==> config.mk <==
export PLATFORM = sky130hd
export DESIGN_NAME = id_ex_stage
export DESIGN_NICKNAME = d
export VERILOG_FILES = /design/src/rtl/cheetah_pkg.sv /design/src/rtl/forward_mux.sv /design/src/rtl/id_ex_stage.sv
export SDC_FILE = /design/constraint.sdc
export NUM_CORES = 1
export LEC_CHECK = 0
export CAP_MARGIN = 20
export CORE_AREA = 8 8 137 139
export CTS_BUF_LIST = sky130_fd_sc_hd__clkbuf_16
export DETAILED_ROUTE_END_ITERATION = 16
export DIE_AREA = 0 0 145 147
export DONT_BUFFER_PORTS = 1
export PLACE_DENSITY = 0.65
export SLEW_MARGIN = 15
export SYNTH_ARGS = -nofsm -noshare
export SYNTH_HDL_FRONTEND = slang
export SYNTH_HIERARCHICAL = 1
export SYNTH_SLANG_ARGS = --single-unit
==> constraint.sdc <==
create_clock -name clk -period 3 [get_ports clk]
set_input_delay 0.45 -clock clk [delete_from_list [all_inputs] [get_ports clk]]
set_output_delay 0.45 -clock clk [all_outputs]
set_load 0.03 [all_outputs]
==> src/rtl/cheetah_pkg.sv <==
// cheetah_pkg -- shared definitions for the cheetah core pipeline.
//   XLEN      : default datapath width in bits.
//   alu_op_t  : 5-bit ALU opcode encodings (ADD .. LUI). Codes above LUI are
//               legal on the wire and are carried through the pipeline as-is.
//   fwd_sel_t : operand forwarding source (register file, MEM stage, WB stage).
package cheetah_pkg;

  localparam int XLEN = 32;

  typedef enum logic [4:0] {
    ALU_ADD  = 5'b00000,
    ALU_SUB  = 5'b00001,
    ALU_AND  = 5'b00010,
    ALU_OR   = 5'b00011,
    ALU_XOR  = 5'b00100,
    ALU_SLL  = 5'b00101,
    ALU_SRL  = 5'b00110,
    ALU_SRA  = 5'b00111,
    ALU_SLT  = 5'b01000,
    ALU_SLTU = 5'b01001,
    ALU_LUI  = 5'b01010
  } alu_op_t;

  typedef enum logic [1:0] {
    FWD_REG = 2'b00,
    FWD_MEM = 2'b01,
    FWD_WB  = 2'b10
  } fwd_sel_t;

endpackage

==> src/rtl/forward_mux.sv <==
// forward_mux -- single-operand forwarding select.
// Optional feature macro: FORWARDING_EN. When undefined, the operand is
// always the register-file value and the M/W inputs are ignored.
// Ports:
//   rs_i            source register index of the E-stage instruction
//   reg_val_i       register-file value read in decode
//   alu_result_m_i, rd_m_i, reg_write_m_i : MEM-stage result source
//   result_w_i,     rd_w_i, reg_write_w_i : WB-stage result source
//   fwd_o           selected operand (combinational)
module forward_mux #(
  parameter int XLEN = cheetah_pkg::XLEN
) (
  input  logic [4:0]      rs_i,
  input  logic [XLEN-1:0] reg_val_i,
  input  logic [XLEN-1:0] alu_result_m_i,
  input  logic [4:0]      rd_m_i,
  input  logic            reg_write_m_i,
  input  logic [XLEN-1:0] result_w_i,
  input  logic [4:0]      rd_w_i,
  input  logic            reg_write_w_i,
  output logic [XLEN-1:0] fwd_o
);
  import cheetah_pkg::*;

  fwd_sel_t sel_s;

`ifdef FORWARDING_EN
  // Pick the youngest producer; x0 is never forwarded since it reads as zero.
  always_comb begin
    sel_s = FWD_REG;
    if (reg_write_m_i && (rd_m_i != 5'd0) && (rd_m_i == rs_i)) begin
      sel_s = FWD_MEM;
    end else if (reg_write_w_i && (rd_w_i != 5'd0) && (rd_w_i == rs_i)) begin
      sel_s = FWD_WB;
    end else begin
      sel_s = FWD_REG;
    end
  end
`else
  logic unused_fwd_s;
  assign unused_fwd_s = ^{rs_i, alu_result_m_i, rd_m_i, reg_write_m_i,
                          result_w_i, rd_w_i, reg_write_w_i};

  // Without forwarding the register-file value is always used.
  always_comb begin
    sel_s = FWD_REG;
  end
`endif

  // Operand mux driven by the selected source.
  always_comb begin
    fwd_o = reg_val_i;
    case (sel_s)
      FWD_MEM: fwd_o = alu_result_m_i;
      FWD_WB:  fwd_o = result_w_i;
      FWD_REG: fwd_o = reg_val_i;
      default: fwd_o = reg_val_i;
    endcase
  end

endmodule

==> src/rtl/id_ex_stage.sv <==
// id_ex_stage -- ID/EX pipeline register with operand forwarding and ALU
// source selection.
// Optional feature macro: FORWARDING_EN (enables MEM/WB result forwarding).
// Ports:
//   clk, rst_n              clock; synchronous active-low reset
//   StallE, FlushE          hold the E register / load a bubble (flush wins)
//   RD1D, RD2D, PCD, ImmExtD, Rs1D, Rs2D, RdD, alu_opD,
//   ALUSrcAD, ALUSrcBD, RegWriteD, ValidD   decode-side fields
//   ALUResultM, RdM, RegWriteM, ResultW, RdW, RegWriteW  forwarding sources
//   SrcA, SrcB, WriteDataE  ALU operands and store data (combinational from
//                           the E registers so a stalled instruction sees
//                           fresh M/W results)
//   PCE, alu_opE, RdE, RegWriteE, ValidE   registered E fields
module id_ex_stage #(
  parameter int XLEN = cheetah_pkg::XLEN
) (
  input  logic            clk,
  input  logic            rst_n,
  input  logic            StallE,
  input  logic            FlushE,
  input  logic [XLEN-1:0] RD1D,
  input  logic [XLEN-1:0] RD2D,
  input  logic [XLEN-1:0] PCD,
  input  logic [XLEN-1:0] ImmExtD,
  input  logic [4:0]      Rs1D,
  input  logic [4:0]      Rs2D,
  input  logic [4:0]      RdD,
  input  logic [4:0]      alu_opD,
  input  logic            ALUSrcAD,
  input  logic            ALUSrcBD,
  input  logic            RegWriteD,
  input  logic            ValidD,
  input  logic [XLEN-1:0] ALUResultM,
  input  logic [XLEN-1:0] ResultW,
  input  logic [4:0]      RdM,
  input  logic [4:0]      RdW,
  input  logic            RegWriteM,
  input  logic            RegWriteW,
  output logic [XLEN-1:0] SrcA,
  output logic [XLEN-1:0] SrcB,
  output logic [XLEN-1:0] WriteDataE,
  output logic [XLEN-1:0] PCE,
  output logic [4:0]      alu_opE,
  output logic [4:0]      RdE,
  output logic            RegWriteE,
  output logic            ValidE
);
  import cheetah_pkg::*;

  logic [XLEN-1:0] rd1_q, rd1_d, rd2_q, rd2_d, pc_q, pc_d, imm_q, imm_d;
  logic [4:0]      rs1_q, rs1_d, rs2_q, rs2_d, rd_q, rd_d, alu_op_q, alu_op_d;
  logic            srca_q, srca_d, srcb_q, srcb_d;
  logic            regwrite_q, regwrite_d, valid_q, valid_d;
  logic [XLEN-1:0] fwd_a_s, fwd_b_s;

  // Next-state: bubble on flush, capture when not stalled, otherwise hold.
  always_comb begin
    rd1_d = rd1_q;  rd2_d = rd2_q;  pc_d = pc_q;  imm_d = imm_q;
    rs1_d = rs1_q;  rs2_d = rs2_q;  rd_d = rd_q;  alu_op_d = alu_op_q;
    srca_d = srca_q;  srcb_d = srcb_q;
    regwrite_d = regwrite_q;  valid_d = valid_q;
    if (FlushE) begin
      rd1_d = '0;  rd2_d = '0;  pc_d = '0;  imm_d = '0;
      rs1_d = 5'd0;  rs2_d = 5'd0;  rd_d = 5'd0;  alu_op_d = ALU_ADD;
      srca_d = 1'b0;  srcb_d = 1'b0;
      regwrite_d = 1'b0;  valid_d = 1'b0;
    end else if (!StallE) begin
      rd1_d = RD1D;  rd2_d = RD2D;  pc_d = PCD;  imm_d = ImmExtD;
      rs1_d = Rs1D;  rs2_d = Rs2D;  rd_d = RdD;  alu_op_d = alu_opD;
      srca_d = ALUSrcAD;  srcb_d = ALUSrcBD;
      // An invalid slot must never write the register file.
      regwrite_d = RegWriteD & ValidD;
      valid_d = ValidD;
    end else begin
      valid_d = valid_q;
    end
  end

  // E register bank; reset loads the same bubble as a flush.
  always_ff @(posedge clk) begin
    if (!rst_n) begin
      rd1_q <= '0;  rd2_q <= '0;  pc_q <= '0;  imm_q <= '0;
      rs1_q <= 5'd0;  rs2_q <= 5'd0;  rd_q <= 5'd0;  alu_op_q <= ALU_ADD;
      srca_q <= 1'b0;  srcb_q <= 1'b0;
      regwrite_q <= 1'b0;  valid_q <= 1'b0;
    end else begin
      rd1_q <= rd1_d;  rd2_q <= rd2_d;  pc_q <= pc_d;  imm_q <= imm_d;
      rs1_q <= rs1_d;  rs2_q <= rs2_d;  rd_q <= rd_d;  alu_op_q <= alu_op_d;
      srca_q <= srca_d;  srcb_q <= srcb_d;
      regwrite_q <= regwrite_d;  valid_q <= valid_d;
    end
  end

  forward_mux #(.XLEN(XLEN)) u_fwd_a (
    .rs_i(rs1_q), .reg_val_i(rd1_q),
    .alu_result_m_i(ALUResultM), .rd_m_i(RdM), .reg_write_m_i(RegWriteM),
    .result_w_i(ResultW), .rd_w_i(RdW), .reg_write_w_i(RegWriteW),
    .fwd_o(fwd_a_s)
  );

  forward_mux #(.XLEN(XLEN)) u_fwd_b (
    .rs_i(rs2_q), .reg_val_i(rd2_q),
    .alu_result_m_i(ALUResultM), .rd_m_i(RdM), .reg_write_m_i(RegWriteM),
    .result_w_i(ResultW), .rd_w_i(RdW), .reg_write_w_i(RegWriteW),
    .fwd_o(fwd_b_s)
  );

  assign SrcA       = srca_q ? pc_q : fwd_a_s;
  assign SrcB       = srcb_q ? imm_q : fwd_b_s;
  assign WriteDataE = fwd_b_s;
  assign PCE        = pc_q;
  assign alu_opE    = alu_op_q;
  assign RdE        = rd_q;
  assign RegWriteE  = regwrite_q;
  assign ValidE     = valid_q;

endmodule

==> flow_summary_export.csv, run 1 <==
group,metric,value,unit
outcome,status,"finished clean",
floorplanning,coreArea,0.0168,mm²
cells_and_area,layout.nets,746,
power_and_ir_drop,p_per_area,683,mW/mm²
sta,fin_crit_sh,76.9,%
yosys,netlist_instances,598,
sta,setup_tns,0,ps
critical_path,rrSetupSlack,1860,ps
clock_tree,postCtsHoldBufs,0,
route,drtAntennaViolNets,0,
cells_and_area,antenna_cells,0,
clock_tree,cts_setup_buffers,0,
sta,hold_violations,0,
route,met2_length,7070,µm
sta,max_freq,0.434,GHz
yosys,syn_area_per_cell,10.5,µm²
clock_tree,cts_tree,"built",
floorplanning,die_area,0.0213,mm²
place,pre_cts_ws,1120,ps
route,first_pass_iters,4,
route,top_layer_used,"met4",
critical_path,critPathLaunchType,"register",
sta,grt_setup_unrepaired,"no",
route,wl_met1,5940,µm
critical_path,required,2550,ps
critical_path,crit_arrival,1860,ps
clock_tree,cts_buffers,17,
clock_tree,clock_latency,410,ps
worst_hold_path,hold_end,"rd1_q[1]",
worst_hold_path,worstHoldStart,"RD1D[1]",
clock_tree,h-tree-depth,4,
grt,antenna_found_initial,0,
cells_and_area,final_cells,751,
place,dp_cells,720,
critical_path,worstSetupPathType,"register to output pin",
floorplanning,die_h,147,µm
cells_and_area,register_area,0.00284,mm²
critical_path,reg2reg_depth,3,
clock_tree,clk_pin_slew,60,ps
route,avgRoutedWirePerCell,19.8,µm
power_and_ir_drop,p_leak,2.80,nW
sta,slew_viol_final,0,
clock_tree,cts.sinks,142,
sta,setup-violations-final,0,
yosys,ys_warn_count,6,
place,numPortBuffers,0,
critical_path,crit-reg2reg-launch,"srca_q",
place,dp_hpwl,10900,µm
floorplanning,core.rowCount,48,
floorplanning,die_w,145,µm
power_and_ir_drop,ir_drop,355,µV
clock_tree,cts_resized,0,
cells_and_area,layout-drive-gt1-share,18.6,%
sta,worstMarginPinSlew,703,ps
critical_path,crit_fanout,25,
cells_and_area,nFillCells,1609,
sta,fin_ws,694,ps
route,drt_iter0_drc,92,
floorplanning,initial_core_util,37.5,%
sta,finClkSkew,0,ps
worst_hold_path,min_path_type,"input port to register",
place,gp_congestion,0.757,
critical_path,worstSetupEndpointType,"output pin",
worst_hold_path,hold_depth,2,
yosys,synth_nets,830,
clock_tree,cts_root_buffer,"clkbuf_16",
grt,overflow,0,
floorplanning,pin_count,372,
grt,grt_max_degree,144,
route,dr_total_vias,3668,
route,viasPerCell,4.88,
route,dr_wl_met3,1660,µm
critical_path,timing.rr.end,"srca_q",
yosys,syn_area,0.00628,mm²
cells_and_area,area_growth,2.23,%
flow_run,maxCapViolations,0,
grt,grt_pass1_wl,22700,µm
sta,period_needed,2310,ps
clock_tree,cts_buffer_depth,2,
route,routed_wl,14800,µm
grt,grt_pass1_vias,3873,
route,drc,0,
grt,grt_use_total,13.4,%
cells_and_area,multi_input_area,0.00269,mm²
sta,slew_headroom,53.1,%
==> sequential cells by signal (all words and copies together) (netlist names) <==
| register | cells |
|---|---|
| srca_q | 1 |
| srcb_q | 1 |
| RegWriteE | 1 |
| rd1_q | 32 |
| imm_q | 32 |
| ValidE | 1 |
| alu_opE | 5 |
| PCE | 32 |
| RdE | 5 |
| rd2_q | 32 |
==> placed cells by master (no fill, tap or decap), drive strengths merged <==
master	n
a21oi	1
buf	3
bufinv	2
clkbuf	17
clkinv	7
clkinvlp	2
dfxtp	142
inv	3
mux2	64
mux2i	141
nand2	1
nand2b	1
nand3b	1
nor2	141
==> through the flow <==
| step | cell area (µm²) | total power (W) | hold WS [ps] | utilization, % |
|---|---|---|---|---|
| final | 6420 | 0.00438 | 188 | 38.3 |
| after global routing | 6420 | 0.00457 | 157 | 38.3 |
| after CTS | 6420 | 0.00446 | 165 | 38.3 |
| after detailed placement | 5850 | 0.00240 | 483 | 34.9 |
| after global placement | 5850 | 0.00239 | 470 | 34.9 |
| after floorplan | 6280 | 0.00245 | 458 | - |
==> routing by layer <==
layer	up-vias	global-route usage, %
met5	-	0
met3	13	7.78
met4	0	4.63
met1	1710	14.4
met2	184	21.6
li1	1761	-
==> report_power, final <==
group | leakage, nW | internal [W] | switching, W | total, W
registers | 1.16 | 0.00195 | 0.000114 | 0.00206
clock network | 0.277 | 0.00122 | 0.000808 | 0.00203
logic | 1.37 | 0.000132 | 0.000162 | 0.000294
==> final cells by class <==
| cell class | count | area share (%) |
|---|---|---|
| sequential | 142 | 44.3 |
| clock inverter | 14 | 2.22 |
| timing repair buffer | 3 | 0.546 |
| multi-input combinational | 350 | 41.9 |
| tap | 225 | 4.39 |
| clock buffer | 17 | 6.63 |
==> worst max-delay path by stage <==
stage                      start  endpoint  slack (ps)  depth (start not counted)
after floorplan           srca_q  SrcA[10]        1490                          3
after global placement    srcb_q  SrcB[11]        1160                          2
after detailed placement  srcb_q  SrcB[11]        1120                          2
after CTS                 srcb_q  SrcB[11]         670                          2
after global routing      srcb_q  SrcB[11]         600                          2
final                     srcb_q  SrcB[11]         690                          2
==> worst max-delay path: stages (launching register included) <==
cell and delay [ps]:
dfxtp_1 550, buf_4 400, mux2_2 480
No activity file was read; power rests on OpenSTA's default activity.
==> run 2, diff against run 1 <==
Settings changed: CORE_AREA 8 8 137 139 to 8 8 139 141, DIE_AREA 0 0 145 147 to 0 0 147 149, PLACE_DENSITY 0.65 to 0.64.
Clock period 3 ns to 2.2 ns, I/O delays scaled along.
==> run 2 against run 1 <==
Global-route usage decreased by 0.33 points. Combinational power up 38%. Wire length increased by 1.1%. Clock-buffer cell count stayed put. Clock skew did not move. Hold slack lost 120 ps. Sequential share of layout area down 0.10 points. First-iteration DRC count increased by 35%. Utilization down 0.59 points. Die area up 2.8%.
==> flow_summary_export.csv, run 2 (synthesized netlist as in run 1, its figures left out) <==
group,metric,value,unit
route,drt_iter0_drc,124,
power_and_ir_drop,ir_drop,467,µV
grt,antenna_found_initial,0,
critical_path,crit_arrival,1580,ps
clock_tree,cts_buffer_depth,2,
power_and_ir_drop,p_leak,2.80,nW
route,viasPerCell,4.92,
place,dp_cells,721,
cells_and_area,layout-drive-gt1-share,18.9,%
place,dp_hpwl,11000,µm
clock_tree,cts_root_buffer,"clkbuf_16",
cells_and_area,final_common_cell,"dfxtp_1",
clock_tree,cts.sinks,142,
power_and_ir_drop,finalPower,0.00595,W
worst_hold_path,hold_depth,2,
critical_path,reg2reg_depth,3,
critical_path,timing.rr.end,"srca_q",
route,first_pass_iters,4,
critical_path,critPathMaxStageDelay,460,ps
clock_tree,cts_resized,0,
clock_tree,clock_latency,410,ps
cells_and_area,final_cells,753,
route,dr_total_vias,3703,
power_and_ir_drop,p_per_area,925,mW/mm²
sta,slew_headroom,60.3,%
clock_tree,cts_tree,"built",
sta,fin_crit_sh,86.8,%
critical_path,critPathLaunchType,"register",
critical_path,worstSetupEndpointType,"output pin",
floorplanning,die_w,147,µm
clock_tree,cts_setup_buffers,0,
grt,overflow,0,
route,drtAntennaViolNets,0,
flow_run,maxCapViolations,0,
floorplanning,initial_core_util,36.8,%
worst_hold_path,min_path_type,"input port to register",
place,gp_congestion,0.699,
floorplanning,core.rowCount,48,
cells_and_area,area_growth,2.47,%
route,avgRoutedWirePerCell,19.9,µm
worst_hold_path,worstHoldStart,"PCD[0]",
critical_path,worstSetupPathType,"register to output pin",
critical_path,cpMaxStageDelayCell,"mux2_2",
place,numPortBuffers,0,
grt,grt_pass1_vias,3854,
sta,slew_viol_final,0,
grt,grt_max_degree,144,
critical_path,path_cells,"buf_12 > mux2_2",
floorplanning,die_area,0.0219,mm²
sta,max_freq,0.524,GHz
sta,period_needed,1910,ps
cells_and_area,layout.nets,747,
clock_tree,h-tree-depth,4,
grt,grt_use_total,13.1,%
outcome,status,"finished clean",
sta,setup_tns,0,ps
sta,hold_violations,0,
clock_tree,postCtsHoldBufs,0,
floorplanning,pin_count,372,
place,post_dp_cell_area,0.00587,mm²
critical_path,crit-reg2reg-launch,"srca_q",
cells_and_area,utilization,37.7,%
critical_path,crit_fanout,30,
cells_and_area,layout_common_cells,"dfxtp_1 (142), mux2i_1 (141), nor2_1 (141)",
cells_and_area,antenna_cells,0,
clock_tree,cts_buffers,17,
sta,finClkSkew,0,ps
route,drc,0,
sta,worstMarginPinSlew,596,ps
floorplanning,coreArea,0.0171,mm²
cells_and_area,final_area,0.00643,mm²
critical_path,required,1870,ps
sta,grt_setup_unrepaired,"no",
clock_tree,clk_pin_slew,70,ps
critical_path,rrSetupSlack,1230,ps
sta,setup-violations-final,0,
grt,grt_pass1_wl,22700,µm
route,routed_wl,15000,µm
worst_hold_path,hold_end,"PCE[0]",
floorplanning,die_h,149,µm
## run 2: changes by cell type in the layout (fill, tap and decap cells not counted), sizes merged
cell / before / now
buf: 3 / 4
bufinv: 2 / 1
clkinv: 7 / 3
inv: 3 / 7
clkinvlp: 2 / 4
## run 2: critical path: cells and delay by family, from the launching register on
family,cells,cell delay (ps)
flops,1,450
mux,1,460
buf+inv,1,240
## run 2: worst max-delay path by stage
| stage | slack [ps] | from | to | depth (start not counted) |
|---|---|---|---|---|
| finish | 290 | srca_q | SrcA[1] | 2 |
| global placement | 740 | srca_q | SrcA[14] | 2 |
| global route | 220 | srca_q | SrcA[1] | 2 |
| CTS | 270 | srca_q | SrcA[14] | 2 |
| detailed placement | 720 | srca_q | SrcA[14] | 2 |
| floorplan | 810 | srca_q | SrcA[10] | 3 |
## run 2: report_power, final
group / internal [W] / switching [W] / leakage [nW]
registers: 0.00266 / 0.000156 / 1.16
clock network: 0.00157 / 0.00116 / 0.270
logic: 0.000181 / 0.000223 / 1.38
total: 0.00441 / 0.00154 / 2.80
## run 2: layer usage
metal | share of wire (%) | wire length [µm] | vias up | global-route usage, %
li1 | - | - | 1768 | -
met3 | 11 | 1700 | 6 | 7.55
met4 | 0.83 | 125 | 0 | 4.49
met5 | 0 | 0 | - | 0
met2 | 50 | 7490 | 188 | 22.2
met1 | 38 | 5680 | 1741 | 13.2
## run 2: stage by stage
step                hold WS, ps  setup WS [ps]
detailed placement          482            721
CTS                        44.1            265
finish                     65.7            291
global placement            470            738
floorplan                   458            811
global route               37.6            220
## run 2: final cells by class
cell class | instances | area (µm²)
clock buffers | 17 | 425
clock inverters | 15 | 138
fillers | 1690 | 10600
multi-input cells | 350 | 2690
flip-flops and latches | 142 | 2840
well taps | 225 | 282
repair buffers | 4 | 55.1
==> run 3, diff against run 2 <==
--- a/config.mk
+++ b/config.mk
@@ -13,3 +13,3 @@
 export DONT_BUFFER_PORTS = 1
-export PLACE_DENSITY = 0.64
+export PLACE_DENSITY = 0.58
 export SLEW_MARGIN = 15
@@ -19 +19,2 @@
 export SYNTH_SLANG_ARGS = --single-unit
+export TNS_END_PERCENT = 10
--- a/constraint.sdc
+++ b/constraint.sdc
@@ -3,2 +3,2 @@
 set_output_delay 0.33 -clock clk [all_outputs]
-set_load 0.03 [all_outputs]
+set_load 0.05 [all_outputs]
==> run 3 against run 2 <==
Clock-buffer cell count unchanged. Setup slack worse by 76 ps. Power up 0.98%. Via count up 6.0%. Cell area up 6.8%. Global-route usage up 0.37 points. Critical path type unchanged.
==> flow_summary_export.csv, run 3 (synthesized netlist as in run 1, its figures left out) <==
group,metric,value,unit
grt,grt_use_total,13.4,%
clock_tree,cts_root_buffer,"clkbuf_16",
floorplanning,die_h,149,µm
place,dp_hpwl,11000,µm
power_and_ir_drop,netSwitchingFraction,27.8,%
critical_path,critPathMaxStageDelay,520,ps
sta,setup-violations-final,0,
route,dr_total_vias,3927,
clock_tree,clock_latency,410,ps
critical_path,critPathTopFamily,"multiplexers",
grt,overflow,0,
sta,finClkSkew,0,ps
grt,grt_max_degree,144,
cells_and_area,final_common_cell,"dfxtp_1",
route,viasPerCell,4.81,
power_and_ir_drop,switchingPower,0.00167,W
route,drt_iter0_drc,136,
route,avgRoutedWirePerCell,18.6,µm
worst_hold_path,min_path_type,"input port to register",
place,gp_congestion,0.756,
clock_tree,cts_buffer_depth,2,
power_and_ir_drop,ir_drop,478,µV
critical_path,cpMaxStageDelayCell,"mux2_2",
power_and_ir_drop,power_frac_seq,45.2,%
route,drc,0,
clock_tree,h-tree-depth,4,
sta,slew_viol_final,0,
floorplanning,die_w,147,µm
clock_tree,cts_setup_buffers,0,
sta,slew_headroom,53.5,%
route,drtAntennaViolNets,0,
critical_path,critPathBufInv,1,
floorplanning,die_area,0.0219,mm²
power_and_ir_drop,p_leak,3.13,nW
floorplanning,initial_core_util,36.8,%
outcome,status,"finished clean",
sta,max_freq,0.504,GHz
sta,period_needed,1980,ps
sta,fin_crit_sh,90.2,%
clock_tree,cts.sinks,142,
sta,grt_setup_unrepaired,"no",
cells_and_area,antenna_cells,0,
critical_path,critPathLaunchType,"register",
clock_tree,clk_pin_slew,70,ps
power_and_ir_drop,p_per_area,875,mW/mm²
power_and_ir_drop,p_int,0.00434,W
sta,hold_violations,0,
critical_path,crit_fanout,33,
grt,grt_pass1_vias,4064,
power_and_ir_drop,finalPower,0.00601,W
flow_run,maxCapViolations,0,
sta,setup_tns,0,ps
clock_tree,cts_buffers,17,
route,first_pass_iters,4,
route,routed_wl,15200,µm
floorplanning,coreArea,0.0171,mm²
floorplanning,pin_count,372,
cells_and_area,area_growth,9.43,%
power_and_ir_drop,p_clk_share,43.3,%
clock_tree,postCtsHoldBufs,0,
critical_path,required,1870,ps
clock_tree,cts_resized,0,
critical_path,worstSetupPathType,"register to output pin",
critical_path,crit_arrival,1650,ps
cells_and_area,layout_common_cells,"dfxtp_1 (142), mux2i_1 (141), nor2_1 (141)",
clock_tree,cts_tree,"built",
floorplanning,core.rowCount,48,
power_and_ir_drop,pwr-share-comb,11.5,%
sta,worstMarginPinSlew,698,ps
place,numPortBuffers,0,
grt,antenna_found_initial,0,
critical_path,path_cells,"buf_4 > mux2_2",
critical_path,worstSetupEndpointType,"output pin",
cells_and_area,layout.nets,810,
cells_and_area,layout-drive-gt1-share,27.6,%
grt,grt_pass1_wl,23200,µm
-- run 3: changes by cell type in the layout (fill, tap and decap cells not counted), sizes merged --
cell,before,now
clkinv,3,6
inv,7,5
bufinv,1,0
buf,4,67
-- run 3: worst paths after layout --
path | cells after the start | end | startpoint | slack (ps)
max reg2reg | 2 | alu_opE[2] | alu_opE[2] | 1150
max | 2 | SrcA[5] | srca_q | 220
min reg2reg | 2 | rd1_q[5] | rd1_q[5] | 490
min | 2 | rd1_q[26] | RD1D[26] | 60
-- run 3: per-layer routing --
metal / GRT usage [%] / wire length, µm
met2: 21.3 / 7240
met3: 8.31 / 1840
met5: 0 / 0
met1: 14.0 / 5840
met4: 5.97 / 291
-- run 3: final cells by class --
| cell class | count | area [µm²] |
|---|---|---|
| fillers | 1673 | 10200 |
| flip-flops and latches | 142 | 2840 |
| multi-input cells | 350 | 2690 |
| repair buffers | 67 | 515 |
| clock buffers | 17 | 425 |
| well taps | 225 | 282 |
| clock inverters | 15 | 114 |
-- run 3: power groups by stage --
stage / Clock (W) / Combinational [W] / Sequential [W]
floorplan: 0 / 0.000632 / 0.00284
global placement: 0 / 0.000681 / 0.00277
detailed placement: 0 / 0.000693 / 0.00277
CTS: 0.00269 / 0.000693 / 0.00272
global route: 0.00282 / 0.000729 / 0.00272
finish: 0.00260 / 0.000688 / 0.00272
-- run 3: per-stage QoR --
step | utilization, % | setup slack, ps | std cells | cell area (µm²) | hold WS [ps]
final | 40.3 | 215 | 816 | 6870 | 57.5
after global routing | 40.3 | 123 | 816 | 6870 | 32.9
after CTS | 40.3 | 174 | 816 | 6870 | 42.3
after detailed placement | 37.1 | 631 | 784 | 6330 | 484
after global placement | 37.1 | 644 | 784 | 6330 | 469
after floorplan | - | 769 | 598 | 6280 | 458
-- run 3: worst reg2reg max path: stages, from the launching register on --
cell	delay [ps]
dfxtp_1	700
mux2i_1	150
nor2_1	120
